`config.mk`:
```
export PLATFORM = sky130hd
export DESIGN_NAME = word_packer
export DESIGN_NICKNAME = d
export VERILOG_FILES = /design/src/rtl/word_packer_pkg.sv /design/src/rtl/word_packer.sv
export SDC_FILE = /design/constraint.sdc
export NUM_CORES = 1
export LEC_CHECK = 0
export BUFFER_PORTS_ARGS = -buffer_cell sky130_fd_sc_hd__buf_2
export CAP_MARGIN = 20
export CORE_ASPECT_RATIO = 0.8
export CORE_MARGIN = 10
export CORE_UTILIZATION = 61
export CTS_CLUSTER_SIZE = 12
export DETAILED_ROUTE_END_ITERATION = 6
export PLACE_DENSITY = 0.94
export SLEW_MARGIN = 25
export SYNTH_ARGS = -nofsm -noshare
export SYNTH_HDL_FRONTEND = slang
export SYNTH_SLANG_ARGS = --single-unit
export TNS_END_PERCENT = 30
```
`constraint.sdc`:
```
create_clock -name clk -period 6.55 [get_ports clk]
set_input_delay 0.9825 -clock clk [delete_from_list [all_inputs] [get_ports clk]]
set_output_delay 0.9825 -clock clk [all_outputs]
set_load 0.03 [all_outputs]
```
`src/rtl/word_packer_pkg.sv`:
```
// Shared types for the word packer: FSM state encoding and lane-count width helper.
package word_packer_pkg;

    typedef enum logic [1:0] {
        FILL       = 2'd0,
        FULL_WAIT  = 2'd1,
        FLUSH_WAIT = 2'd2
    } wp_state_e;

    // Width needed to hold a lane count of 0..pack inclusive.
    function automatic int cnt_w(input int pack);
        return $clog2(pack + 1);
    endfunction

endpackage

```
`src/rtl/word_packer.sv`:
```
// Pops IN_WIDTH-bit FIFO entries and packs PACK of them (lane 0 at the LSB) into one
// wide word behind a one-entry valid/ready holding register; flush emits a partial word.
module word_packer
    import word_packer_pkg::*;
#(
    parameter int IN_WIDTH = 8,
    parameter int PACK     = 4
) (
    input  logic                       clk,
    input  logic                       rst_n,
    input  logic                       fifo_empty,
    input  logic [IN_WIDTH-1:0]        fifo_dout,
    output logic                       fifo_rd_en,
    input  logic                       flush,
    output logic                       out_valid,
    input  logic                       out_ready,
    output logic [IN_WIDTH*PACK-1:0]   out_data,
    output logic [cnt_w(PACK)-1:0]     out_count
);

    localparam int            CW       = cnt_w(PACK);
    localparam logic [CW-1:0] FULL_CNT = CW'(PACK);

    wp_state_e                         r_state;
    logic [PACK-1:0][IN_WIDTH-1:0]     r_acc;
    logic [CW-1:0]                     r_lane_cnt;
    logic                              r_pend;
    logic                              r_flush_pend;
    logic [IN_WIDTH*PACK-1:0]          r_out_data;
    logic [CW-1:0]                     r_out_count;
    logic                              r_out_valid;

    wp_state_e                         w_nxt_state;
    logic [PACK-1:0][IN_WIDTH-1:0]     w_acc_cap;
    logic [PACK-1:0][IN_WIDTH-1:0]     w_nxt_acc;
    logic [CW-1:0]                     w_cnt_cap;
    logic [CW-1:0]                     w_nxt_cnt;
    logic                              w_nxt_flush_pend;
    logic [IN_WIDTH*PACK-1:0]          w_nxt_out_data;
    logic [CW-1:0]                     w_nxt_out_count;
    logic                              w_nxt_out_valid;
    logic                              w_out_free;
    logic [CW:0]                       w_inflight;

    // Lanes already held plus the read in flight must leave room for one more lane.
    assign w_inflight = {1'b0, r_lane_cnt} + {{CW{1'b0}}, r_pend};
    assign fifo_rd_en = rst_n && !fifo_empty && (r_state == FILL)
                        && (w_inflight < {1'b0, FULL_CNT});

    assign w_out_free = !r_out_valid || out_ready;
    assign w_cnt_cap  = r_lane_cnt + CW'(r_pend);

    always_comb begin
        w_acc_cap = r_acc;
        for (int k = 0; k < PACK; k++) begin
            if (r_pend && (r_lane_cnt == CW'(k))) begin
                w_acc_cap[k] = fifo_dout;
            end
        end
    end

    always_comb begin
        w_nxt_acc        = w_acc_cap;
        w_nxt_cnt        = w_cnt_cap;
        w_nxt_flush_pend = r_flush_pend || flush;
        w_nxt_out_data   = r_out_data;
        w_nxt_out_count  = r_out_count;
        w_nxt_out_valid  = r_out_valid && !out_ready;
        w_nxt_state      = FILL;

        if (w_cnt_cap == FULL_CNT) begin
            // A complete word always goes out before any pending flush is looked at.
            if (w_out_free) begin
                w_nxt_out_data  = w_acc_cap;
                w_nxt_out_count = FULL_CNT;
                w_nxt_out_valid = 1'b1;
                w_nxt_acc       = '0;
                w_nxt_cnt       = '0;
            end
        end else if (r_flush_pend && !r_pend) begin
            if (r_lane_cnt == '0) begin
                w_nxt_flush_pend = 1'b0;
            end else if (w_out_free) begin
                // acc lanes above lane_cnt are kept zero, so the partial word is clean.
                w_nxt_out_data   = r_acc;
                w_nxt_out_count  = r_lane_cnt;
                w_nxt_out_valid  = 1'b1;
                w_nxt_acc        = '0;
                w_nxt_cnt        = '0;
                w_nxt_flush_pend = 1'b0;
            end
        end

        if (w_nxt_cnt == FULL_CNT) begin
            w_nxt_state = FULL_WAIT;
        end else if (w_nxt_flush_pend) begin
            w_nxt_state = FLUSH_WAIT;
        end
    end

    always_ff @(posedge clk or negedge rst_n) begin
        if (!rst_n) begin
            r_state      <= FILL;
            r_acc        <= '0;
            r_lane_cnt   <= '0;
            r_pend       <= 1'b0;
            r_flush_pend <= 1'b0;
            r_out_data   <= '0;
            r_out_count  <= '0;
            r_out_valid  <= 1'b0;
        end else begin
            r_state      <= w_nxt_state;
            r_acc        <= w_nxt_acc;
            r_lane_cnt   <= w_nxt_cnt;
            r_pend       <= fifo_rd_en;
            r_flush_pend <= w_nxt_flush_pend;
            r_out_data   <= w_nxt_out_data;
            r_out_count  <= w_nxt_out_count;
            r_out_valid  <= w_nxt_out_valid;
        end
    end

    assign out_valid = r_out_valid;
    assign out_data  = r_out_data;
    assign out_count = r_out_count;

endmodule

```
==> results of run 1 <==
==> cell usage after synthesis <==
library cell	n
xnor2_1	1
buf_4	3
buf_6	4
o22a_1	1
nand2_1	68
nand2_2	3
nor2b_1	3
a211oi_1	1
and4b_1	1
and4bb_2	2
nand3b_1	2
buf_2	6
nor3b_1	1
a32o_1	2
nand3_1	2
mux2_4	11
and4b_2	1
mux2_2	52
dfrtp_1	75
nor3_2	1
nor3_1	2
mux2_1	1
nor4bb_1	1
nor3b_2	1
ha_1	2
or3_1	1
a21oi_1	33
o21a_1	1
o21ai_0	2
nand2_4	1
nor4b_4	1
nand2b_1	1
nor2_1	7
==> routing by layer <==
layer,up-vias,global-route usage
met1,1207,0.205
met2,79,0.300
met4,0,0.0454
met5,-,0
li1,1113,-
met3,10,0.0675
==> cell type report <==
type | count | area, sq um
Sequential cell | 75 | 1880
Multi-Input combinational cell | 206 | 1500
Fill cell | 400 | 1500
Timing Repair Buffer | 51 | 260
Clock buffer | 12 | 165
Tap cell | 78 | 97.6
Clock inverter | 4 | 95.1
==> path summary, 6_finish.rpt <==
path	from	slack (ns)	end
min	out_count[0]	0.49	out_count[0]
min in group asynchronous	rst_n	0.84	out_data[0]
max	rst_n	3.29	fifo_rd_en
min reg2reg	out_count[0]	0.49	out_count[0]
max reg2reg	r_lane_cnt[0]	3.73	out_data[9]
max in group asynchronous	rst_n	5.07	out_valid
==> through the flow <==
stage,instance area [sq um],hold slack [ns]
after floorplan,3480,0.472
after global placement,3740,0.485
after detailed placement,3740,0.493
after CTS,4000,0.493
after global routing,4000,0.513
final,4000,0.492
==> power by group <==
group          switching [mW]  leakage [nW]  internal (mW)
Clock                   0.164         0.133          0.284
Combinational           0.442         0.856          0.313
Sequential              0.110          1.02          0.624
==> state kept, by name, summed over array words and instances, names as in the netlist <==
| name | cells |
|---|---|
| out_count | 3 |
| out_data | 32 |
| out_valid | 1 |
| r_acc | 32 |
| r_flush_pend | 1 |
| r_lane_cnt | 3 |
| r_pend | 1 |
| r_state | 2 |
==> cells by family after synthesis <==
| logic type | share of synthesized area |
|---|---|
| DFF | 0.540 |
| muxes | 0.219 |
| AOI/OAI and AO/OA | 0.0630 |
| xor gates and xnor gates | 0.00252 |
| adders and majority gates | 0.00720 |
| and+or+nand+nor | 0.140 |
| buffers and inverters | 0.0281 |
==> impl_metrics.csv, run 1 <==
group,metric,value,unit
status,status,"complete, no violations",
worst_setup_path,cp-end-kind,"output pin",
floorplanning,die_h,87.5,um
sta,period_share,0.498,
sta,min_period,3.26,ns
finish,drive_gt1_frac,0.405,
worst_setup_path,crit_path_start_kind,"input port",
worst_setup_path,cp_common_cell,"buf_2",
synthesis,seq_area_frac_synth,0.540,
synthesis,synth_area_leader_cell,"dfrtp_1",
finish,final_util,0.728,
sta,fmax,307,MHz
pwr,leakage,2.01,nW
finish,antenna_cells,0,
worst_setup_path,r2r_cells,7,
detailed_routing,dr.pass1.iters,5,
finish,nets,358,
detailed_routing,routed-wl-met2,3790,um
detailed_routing,wl_met3,588,um
sta,drv_slew,0,
global_routing,antenna_found_initial,0,
clock_tree,post_cts_buffers,0,
synthesis,yosysWarningCount,0,
clock_tree,ctsHoldBuffers,0,
worst_setup_path,cp_slowest_cell,"buf_4",
global_routing,grt_max_degree,77,
global_routing,grt_pass1_wl,12800,um
detailed_routing,wl_per_cell,17.8,um
clock_tree,clockBufferDepth,2,
detailed_routing,top_layer_used,"met4",
worst_setup_path,worstSetupPathDepth,4,
pwr,vdd_drop_max,0.241,mV
detailed_routing,drt-vias-per-instance,5.65,
finish,mostFrequentLayoutCells,"dfrtp_1, nand2_1, mux2_2, buf_2, a21oi_1",
finish,fin_cells,426,
global_routing,grt_util_all_layers,0.175,
synthesis,synthCells,294,
worst_setup_path,worstPathMaxFanout,76,
sta,hold_viol_final,0,
detailed_routing,vias,2409,
job,maxCapViolations,0,
pwr,power.total,1.94,mW
floorplanning,io_pins,50,
placement,io_buffers,49,
synthesis,syn_area,3480,sq um
synthesis,synthTopCellsByArea,"dfrtp_1, mux2_2, nand2_1, a21oi_1, mux2_4",
floorplanning,rows,24,
worst_setup_path,cp_num_buf_inv,3,
floorplanning,start_util,0.633,
sta,tns,0,ns
detailed_routing,route.detailed.drc,0,
synthesis,ys_types,33,
clock_tree,cts.clk_slew.worst_paths,0.07,ns
detailed_routing,wl_met1,3100,um
worst_setup_path,arrival,2.28,ns
global_routing,grt_pass1_vias,2482,
floorplanning,dieWidth,104,um
clock_tree,clk_latency,0.34,ns
worst_setup_path,cp_cell_sequence,"buf_2 -> buf_4 -> and4b_1 -> buf_2",
synthesis,synth.avg_cell_area,11.8,sq um
sta,skew,0.00816,ns
worst_setup_path,critPathKind,"in2out",
placement,gp_congestion,0.757,
synthesis,syn_nets,309,
floorplanning,die_area,9140,sq um
detailed_routing,drtIter0Drc,122,
placement,dp.cells,410,
floorplanning,fp.coreArea,5500,sq um
worst_setup_path,critical_path.max_stage_delay,0.68,ns
min_path,hp-class,"reg2reg",
placement,hpwl,5020,um
synthesis,synth.top_cell.area_share,0.540,
global_routing,gr-total-overflow,0,
clock_tree,numCtsBuffers,9,
clock_tree,cts-resized-gates,0,
clock_tree,cts_tree,"done",
worst_setup_path,required,5.57,ns
detailed_routing,drt-total-wl,7570,um
worst_setup_path,path_delay_family,"buffers and inverters",
clock_tree,clockRootBuffer,"clkbuf_8",
finish,syn_to_final_growth,15.0,%
clock_tree,clock-sinks,75,
min_path,min_path_cells,1,
sta,slew_headroom,0.372,
finish,final_common_cell,"dfrtp_1",
clock_tree,htree_num_levels,3,
synthesis,ys_seq_elements,75,
pwr,powerDensity,484,nW/um^2
sta,rsz0062_at_grt,"false",
placement,dpl_worst_slack,3.20,ns
sta,fin_ws,3.29,ns
sta,worstMarginPinSlew,0.942,ns
detailed_routing,drtAntennaViolNets,0,
sta,setup_violations,0,
Power figures use the tool's default switching activity.
==> inputs of run 2 (changes only) <==
--- a/config.mk
+++ b/config.mk
@@ -9,10 +9,10 @@
 export CAP_MARGIN = 20
 export CORE_ASPECT_RATIO = 0.8
 export CORE_MARGIN = 10
-export CORE_UTILIZATION = 61
+export CORE_UTILIZATION = 51
 export CTS_CLUSTER_SIZE = 12
 export DETAILED_ROUTE_END_ITERATION = 6
-export PLACE_DENSITY = 0.94
+export PLACE_DENSITY = 0.85
 export SLEW_MARGIN = 25
 export SYNTH_ARGS = -nofsm -noshare
 export SYNTH_HDL_FRONTEND = slang
==> constraint.sdc (replaced) <==
create_clock -name clk -period 2.7 [get_ports clk]
set_input_delay 0.405 -clock clk [delete_from_list [all_inputs] [get_ports clk]]
set_output_delay 0.405 -clock clk [all_outputs]
set_load 0.03 [all_outputs]
==> run 2 against run 1 <==
  * Routed wire length up 2.0%
  * Critical path depth grew 2
  * Clock power rose by 110%
  * Register-to-register slack lost 3.5 ns
  * Flip-flop and latch count is the same
==> impl_metrics.csv, run 2 (same netlist as run 1, synthesis figures left out) <==
group,metric,value,unit
status,status,"complete, no violations",
pwr,seq_power_share,0.377,
detailed_routing,drt-total-wl,7720,um
detailed_routing,wl_per_cell,17.7,um
global_routing,met1_usage,0.179,
global_routing,grt_pass1_wl,12800,um
worst_setup_path,critPathKind,"reg2reg",
pwr,powerDensity,1150,nW/um^2
sta,fmax,402,MHz
global_routing,antenna_found_initial,0,
clock_tree,htree_num_levels,3,
floorplanning,die_area,10500,sq um
global_routing,grt_max_degree,76,
clock_tree,clock-sinks,75,
placement,hpwl,5280,um
worst_setup_path,arrival,2.73,ns
finish,drive_gt1_frac,0.410,
pwr,p_comb_frac,0.419,
global_routing,grt_pass1_vias,2577,
finish,nets,361,
detailed_routing,drtAntennaViolNets,0,
global_routing,gr-total-overflow,0,
finish,mostFrequentLayoutCells,"dfrtp_1, nand2_1, mux2_2, buf_2, a21oi_1",
floorplanning,rows,26,
floorplanning,fp.coreArea,6510,sq um
sta,drv_slew,0,
pwr,power_frac_clock,0.204,
clock_tree,cts-resized-gates,0,
clock_tree,post_cts_buffers,0,
clock_tree,ctsHoldBuffers,0,
sta,worstMarginPinSlew,0.937,ns
placement,gp_congestion,0.796,
clock_tree,clockRootBuffer,"clkbuf_8",
clock_tree,cts.clk_slew.worst_paths,0.08,ns
pwr,vdd_drop_max,0.634,mV
pwr,p_sw,1.76,mW
placement,dpl_worst_slack,0.220,ns
sta,period_share,0.922,
sta,tns,0,ns
floorplanning,dieWidth,112,um
pwr,switching_share,0.383,
detailed_routing,drtIter0Drc,133,
clock_tree,numCtsBuffers,9,
job,maxCapViolations,0,
clock_tree,clockBufferDepth,2,
sta,skew,0.0113,ns
global_routing,grt_use_met3,0.0517,
sta,hold_viol_final,0,
finish,antenna_cells,0,
sta,min_period,2.49,ns
detailed_routing,dr.pass1.iters,4,
worst_setup_path,cp-end-kind,"flip-flop",
global_routing,met2_usage,0.246,
sta,setup_violations,0,
global_routing,busiest_layer,"met2",
detailed_routing,route.detailed.drc,0,
pwr,internal_power,2.84,mW
min_path,hp-class,"in2async",
clock_tree,clk_latency,0.35,ns
sta,fin_ws,0.210,ns
detailed_routing,drt-vias-per-instance,5.57,
worst_setup_path,crit_path_start_kind,"flip-flop",
clock_tree,cts_tree,"done",
detailed_routing,vias,2421,
pwr,leakage,2.00,nW
floorplanning,start_util,0.534,
worst_setup_path,required,2.94,ns
worst_setup_path,worstPathMaxFanout,9,
finish,final_common_cell,"dfrtp_1",
sta,rsz0062_at_grt,"false",
finish,syn_to_final_growth,15.0,%
floorplanning,io_pins,50,
sta,slew_headroom,0.375,
placement,io_buffers,49,
global_routing,grt_util_all_layers,0.150,
floorplanning,die_h,93.9,um
==> run 2: cell count changes in the layout (fill, tap and decap cells not counted) <==
cell        previous run  this run
clkinv_2               1         2
clkbuf_8              12         9
buf_4                  2         4
buf_12                 0         1
clkinvlp_4             0         3
bufinv_16              3         2
==> run 2: final cells by class <==
class / instances / area, sq um
Clock inverter: 7 / 92.6
Fill cell: 534 / 2510
Sequential cell: 75 / 1880
Clock buffer: 9 / 124
Tap cell: 84 / 105
Timing Repair Buffer: 54 / 295
Multi-Input combinational cell: 206 / 1500
==> run 2: worst max-delay path, cell delays in order (launching register included) <==
cell and delay, ns:
dfrtp_1 0.48, ha_1 0.25, ha_1 0.33, nor3b_2 0.46
nand2_2 0.25, mux2_2 0.33, mux2_2 0.27
==> run 2: worst paths after layout <==
path	startpoint	endpoint	slack [ns]	depth (start not counted)
setup / recovery	r_pend	out_data[23]	0.21	6
hold / removal	rst_n	r_acc[5]	0.30	2
setup reg to reg	r_pend	out_data[23]	0.21	6
hold reg to reg	out_data[9]	out_data[9]	0.50	1
max in group asynchronous	rst_n	out_valid	1.79	2
min in group clk	flush	r_flush_pend	0.33	3
==> run 2: per-stage QoR <==
stage | cell area [sq um] | util | power (mW) | hold WS (ns) | cells
floorplan | 3480 | - | 3.20 | 0.109 | 294
CTS | 4000 | 0.614 | 4.62 | 0.325 | 435
detailed placement | 3780 | 0.581 | 3.69 | 0.490 | 419
finish | 4000 | 0.614 | 4.60 | 0.303 | 435
global route | 4000 | 0.614 | 4.87 | 0.335 | 435
global placement | 3780 | 0.581 | 3.60 | 0.487 | 419
==> run 2: metal layers <==
layer / vias to the layer above / share of wire
met5: - / 0
met2: 72 / 0.48
met3: 12 / 0.076
li1: 1128 / -
met1: 1209 / 0.43
met4: 0 / 0.011
==> run 2: power by group through the flow <==
| stage | logic, mW | registers [mW] | clock network (mW) |
|---|---|---|---|
| 4_1_cts | 1.94 | 1.73 | 0.947 |
| 3_5_place_dp | 1.94 | 1.75 | 0 |
| 6_report | 1.93 | 1.73 | 0.936 |
| 3_3_place_gp | 1.87 | 1.72 | 0 |
| 5_1_grt | 2.09 | 1.78 | 1.00 |
| 2_1_floorplan | 1.14 | 2.06 | 0 |
==> inputs of run 3 (changes only) <==
--- a/config.mk
+++ b/config.mk
@@ -5,14 +5,15 @@
 export SDC_FILE = /design/constraint.sdc
 export NUM_CORES = 1
 export LEC_CHECK = 0
-export BUFFER_PORTS_ARGS = -buffer_cell sky130_fd_sc_hd__buf_2
 export CAP_MARGIN = 20
 export CORE_ASPECT_RATIO = 0.8
 export CORE_MARGIN = 10
-export CORE_UTILIZATION = 51
+export CORE_UTILIZATION = 57
 export CTS_CLUSTER_SIZE = 12
 export DETAILED_ROUTE_END_ITERATION = 6
+export DONT_BUFFER_PORTS = 1
 export PLACE_DENSITY = 0.85
+export REMOVE_ABC_BUFFERS = 1
 export SLEW_MARGIN = 25
 export SYNTH_ARGS = -nofsm -noshare
 export SYNTH_HDL_FRONTEND = slang
==> run 3 against run 2 <==
  * Die area shrank 8.5%
  * Clock skew shrank 0.0048 ns
  * Total power shrank 8.1%
  * Global-route usage grew 0.86 points
  * Cell area shrank 6.7%
  * Count of clock-buffer cells in the layout grew 3
  * Flip-flop and latch count is the same
  * Worst hold slack lost 0.13 ns
  * Register-to-register slack gained 0.14 ns
  * Highest routed layer unchanged
==> impl_metrics.csv, run 3 (same netlist as run 1, synthesis figures left out) <==
group,metric,value,unit
status,status,"complete, no violations",
global_routing,grt_pass1_wl,12100,um
sta,period_share,0.869,
floorplanning,die_area,9640,sq um
job,maxCapViolations,0,
floorplanning,rows,25,
global_routing,grt_pass1_vias,2305,
floorplanning,die_h,89.9,um
finish,antenna_cells,0,
floorplanning,start_util,0.588,
detailed_routing,drtIter0Drc,106,
detailed_routing,route.detailed.drc,0,
worst_setup_path,critical_path.max_stage_delay,0.47,ns
clock_tree,clockBufferDepth,2,
detailed_routing,drt-vias-per-instance,5.70,
sta,skew,0.00647,ns
worst_setup_path,cp_cell_sequence,"ha_1 -> ha_1 -> xnor2_1 -> nor3_2 -> o21a_2 -> buf_4 -> mux2_2",
placement,hpwl,5010,um
detailed_routing,dr.pass1.iters,4,
worst_setup_path,cp_num_buf_inv,1,
worst_setup_path,regToRegStartpoint,"r_pend",
sta,drv_slew,0,
pwr,leakage,1.76,nW
pwr,seq_power_share,0.512,
sta,setup_violations,0,
pwr,vdd_drop_max,0.635,mV
detailed_routing,wl_per_cell,19.2,um
finish,syn_to_final_growth,7.27,%
worst_setup_path,cp-end-kind,"flip-flop",
worst_setup_path,r2r_cells,7,
worst_setup_path,path_delay_family,"flip-flops",
finish,nets,314,
global_routing,grt_max_degree,76,
clock_tree,numCtsBuffers,9,
clock_tree,clk_latency,0.35,ns
sta,rsz0062_at_grt,"false",
finish,final_util,0.631,
worst_setup_path,cp_common_cell,"ha_1",
sta,min_period,2.35,ns
worst_setup_path,crit_path_start_kind,"flip-flop",
floorplanning,dieWidth,107,um
min_path,min_path_cells,2,
sta,hold_viol_final,0,
sta,tns,0,ns
pwr,internal_power,2.54,mW
placement,dpl_worst_slack,0.350,ns
finish,mostFrequentLayoutCells,"dfrtp_1, nand2_1, mux2_2, a21oi_1, mux2_4",
placement,gp_congestion,0.798,
sta,slew_headroom,0.451,
global_routing,antenna_found_initial,0,
global_routing,grt_util_all_layers,0.159,
worst_setup_path,required,2.94,ns
clock_tree,cts.clk_slew.worst_paths,0.07,ns
pwr,p_comb_frac,0.314,
pwr,p_sw,1.68,mW
min_path,holdPathEnd,"r_acc[6]",
worst_setup_path,cp_slowest_cell,"dfrtp_1",
clock_tree,clock-sinks,75,
floorplanning,io_pins,50,
pwr,power.total,4.22,mW
worst_setup_path,arrival,2.59,ns
pwr,powerDensity,1130,nW/um^2
clock_tree,htree_num_levels,3,
min_path,worstHoldStart,"fifo_dout[6]",
clock_tree,clockRootBuffer,"clkbuf_8",
clock_tree,cts_tree,"done",
sta,fmax,426,MHz
sta,worstMarginPinSlew,0.812,ns
detailed_routing,drtAntennaViolNets,0,
finish,final_common_cell,"dfrtp_1",
finish,fillers,444,
detailed_routing,drt-total-wl,7390,um
global_routing,gr-total-overflow,0,
worst_setup_path,rr_endpoint,"out_data[21]",
min_path,hp-class,"in2reg",
worst_setup_path,worstPathMaxFanout,27,
sta,fin_ws,0.353,ns
pwr,switching_share,0.398,
placement,io_buffers,0,
floorplanning,fp.coreArea,5910,sq um
pwr,power_frac_clock,0.174,
worst_setup_path,critPathKind,"reg2reg",
worst_setup_path,ff2ff_setup_slack,0.35,ns
detailed_routing,vias,2189,
finish,drive_gt1_frac,0.307,
==> run 3: worst max-delay path by stage <==
stage / depth (start not counted) / to / startpoint / slack (ns)
after detailed placement: 7 / out_data[21] / r_pend / 0.35
final: 7 / out_data[21] / r_pend / 0.35
after floorplan: 5 / out_data[10] / r_lane_cnt[0] / -0.65
after global placement: 6 / out_data[16] / r_pend / 0.44
after global routing: 7 / out_data[18] / r_pend / 0.15
after CTS: 7 / out_data[21] / r_pend / 0.35
==> run 3: through the flow <==
step / area, sq um / cells / hold WS, ns
after CTS: 3730 / 384 / 0.163
after global placement: 3530 / 367 / 0.113
final: 3730 / 384 / 0.174
after floorplan: 3380 / 281 / 0.109
after global routing: 3730 / 384 / 0.171
after detailed placement: 3530 / 367 / 0.112
==> run 3: layout make-up <==
type / instances / area, sq um / share of cell area
Clock inverter: 3 / 15.0 / 0.00403
Clock buffer: 12 / 145 / 0.0389
Tap cell: 81 / 101 / 0.0272
Timing Repair Buffer: 7 / 87.6 / 0.0235
Sequential cell: 75 / 1880 / 0.503
Multi-Input combinational cell: 206 / 1500 / 0.403
==> run 3: per-layer routing <==
metal | track usage | vias to the layer above | wire length [um]
met2 | 0.246 | 69 | 3470
met3 | 0.0685 | 14 | 703
met5 | 0 | - | 0
met4 | 0.0541 | 0 | 118
li1 | - | 1029 | -
met1 | 0.193 | 1077 | 3100
==> run 3: repair_timing <==
item                                   4_1_cts  5_1_grt
hold buffers                                 2        0
buffers inserted                             0        0
endpoints found under the hold margin       75        0
resized for setup                            0        0
==> run 3: power groups by stage <==
stage | combinational (mW) | clock [mW] | sequential [mW]
3_5_place_dp | 1.30 | 0 | 2.19
2_1_floorplan | 1.03 | 0 | 2.09
3_3_place_gp | 1.23 | 0 | 2.16
5_1_grt | 1.46 | 0.811 | 2.22
4_1_cts | 1.33 | 0.749 | 2.17
6_report | 1.33 | 0.736 | 2.16
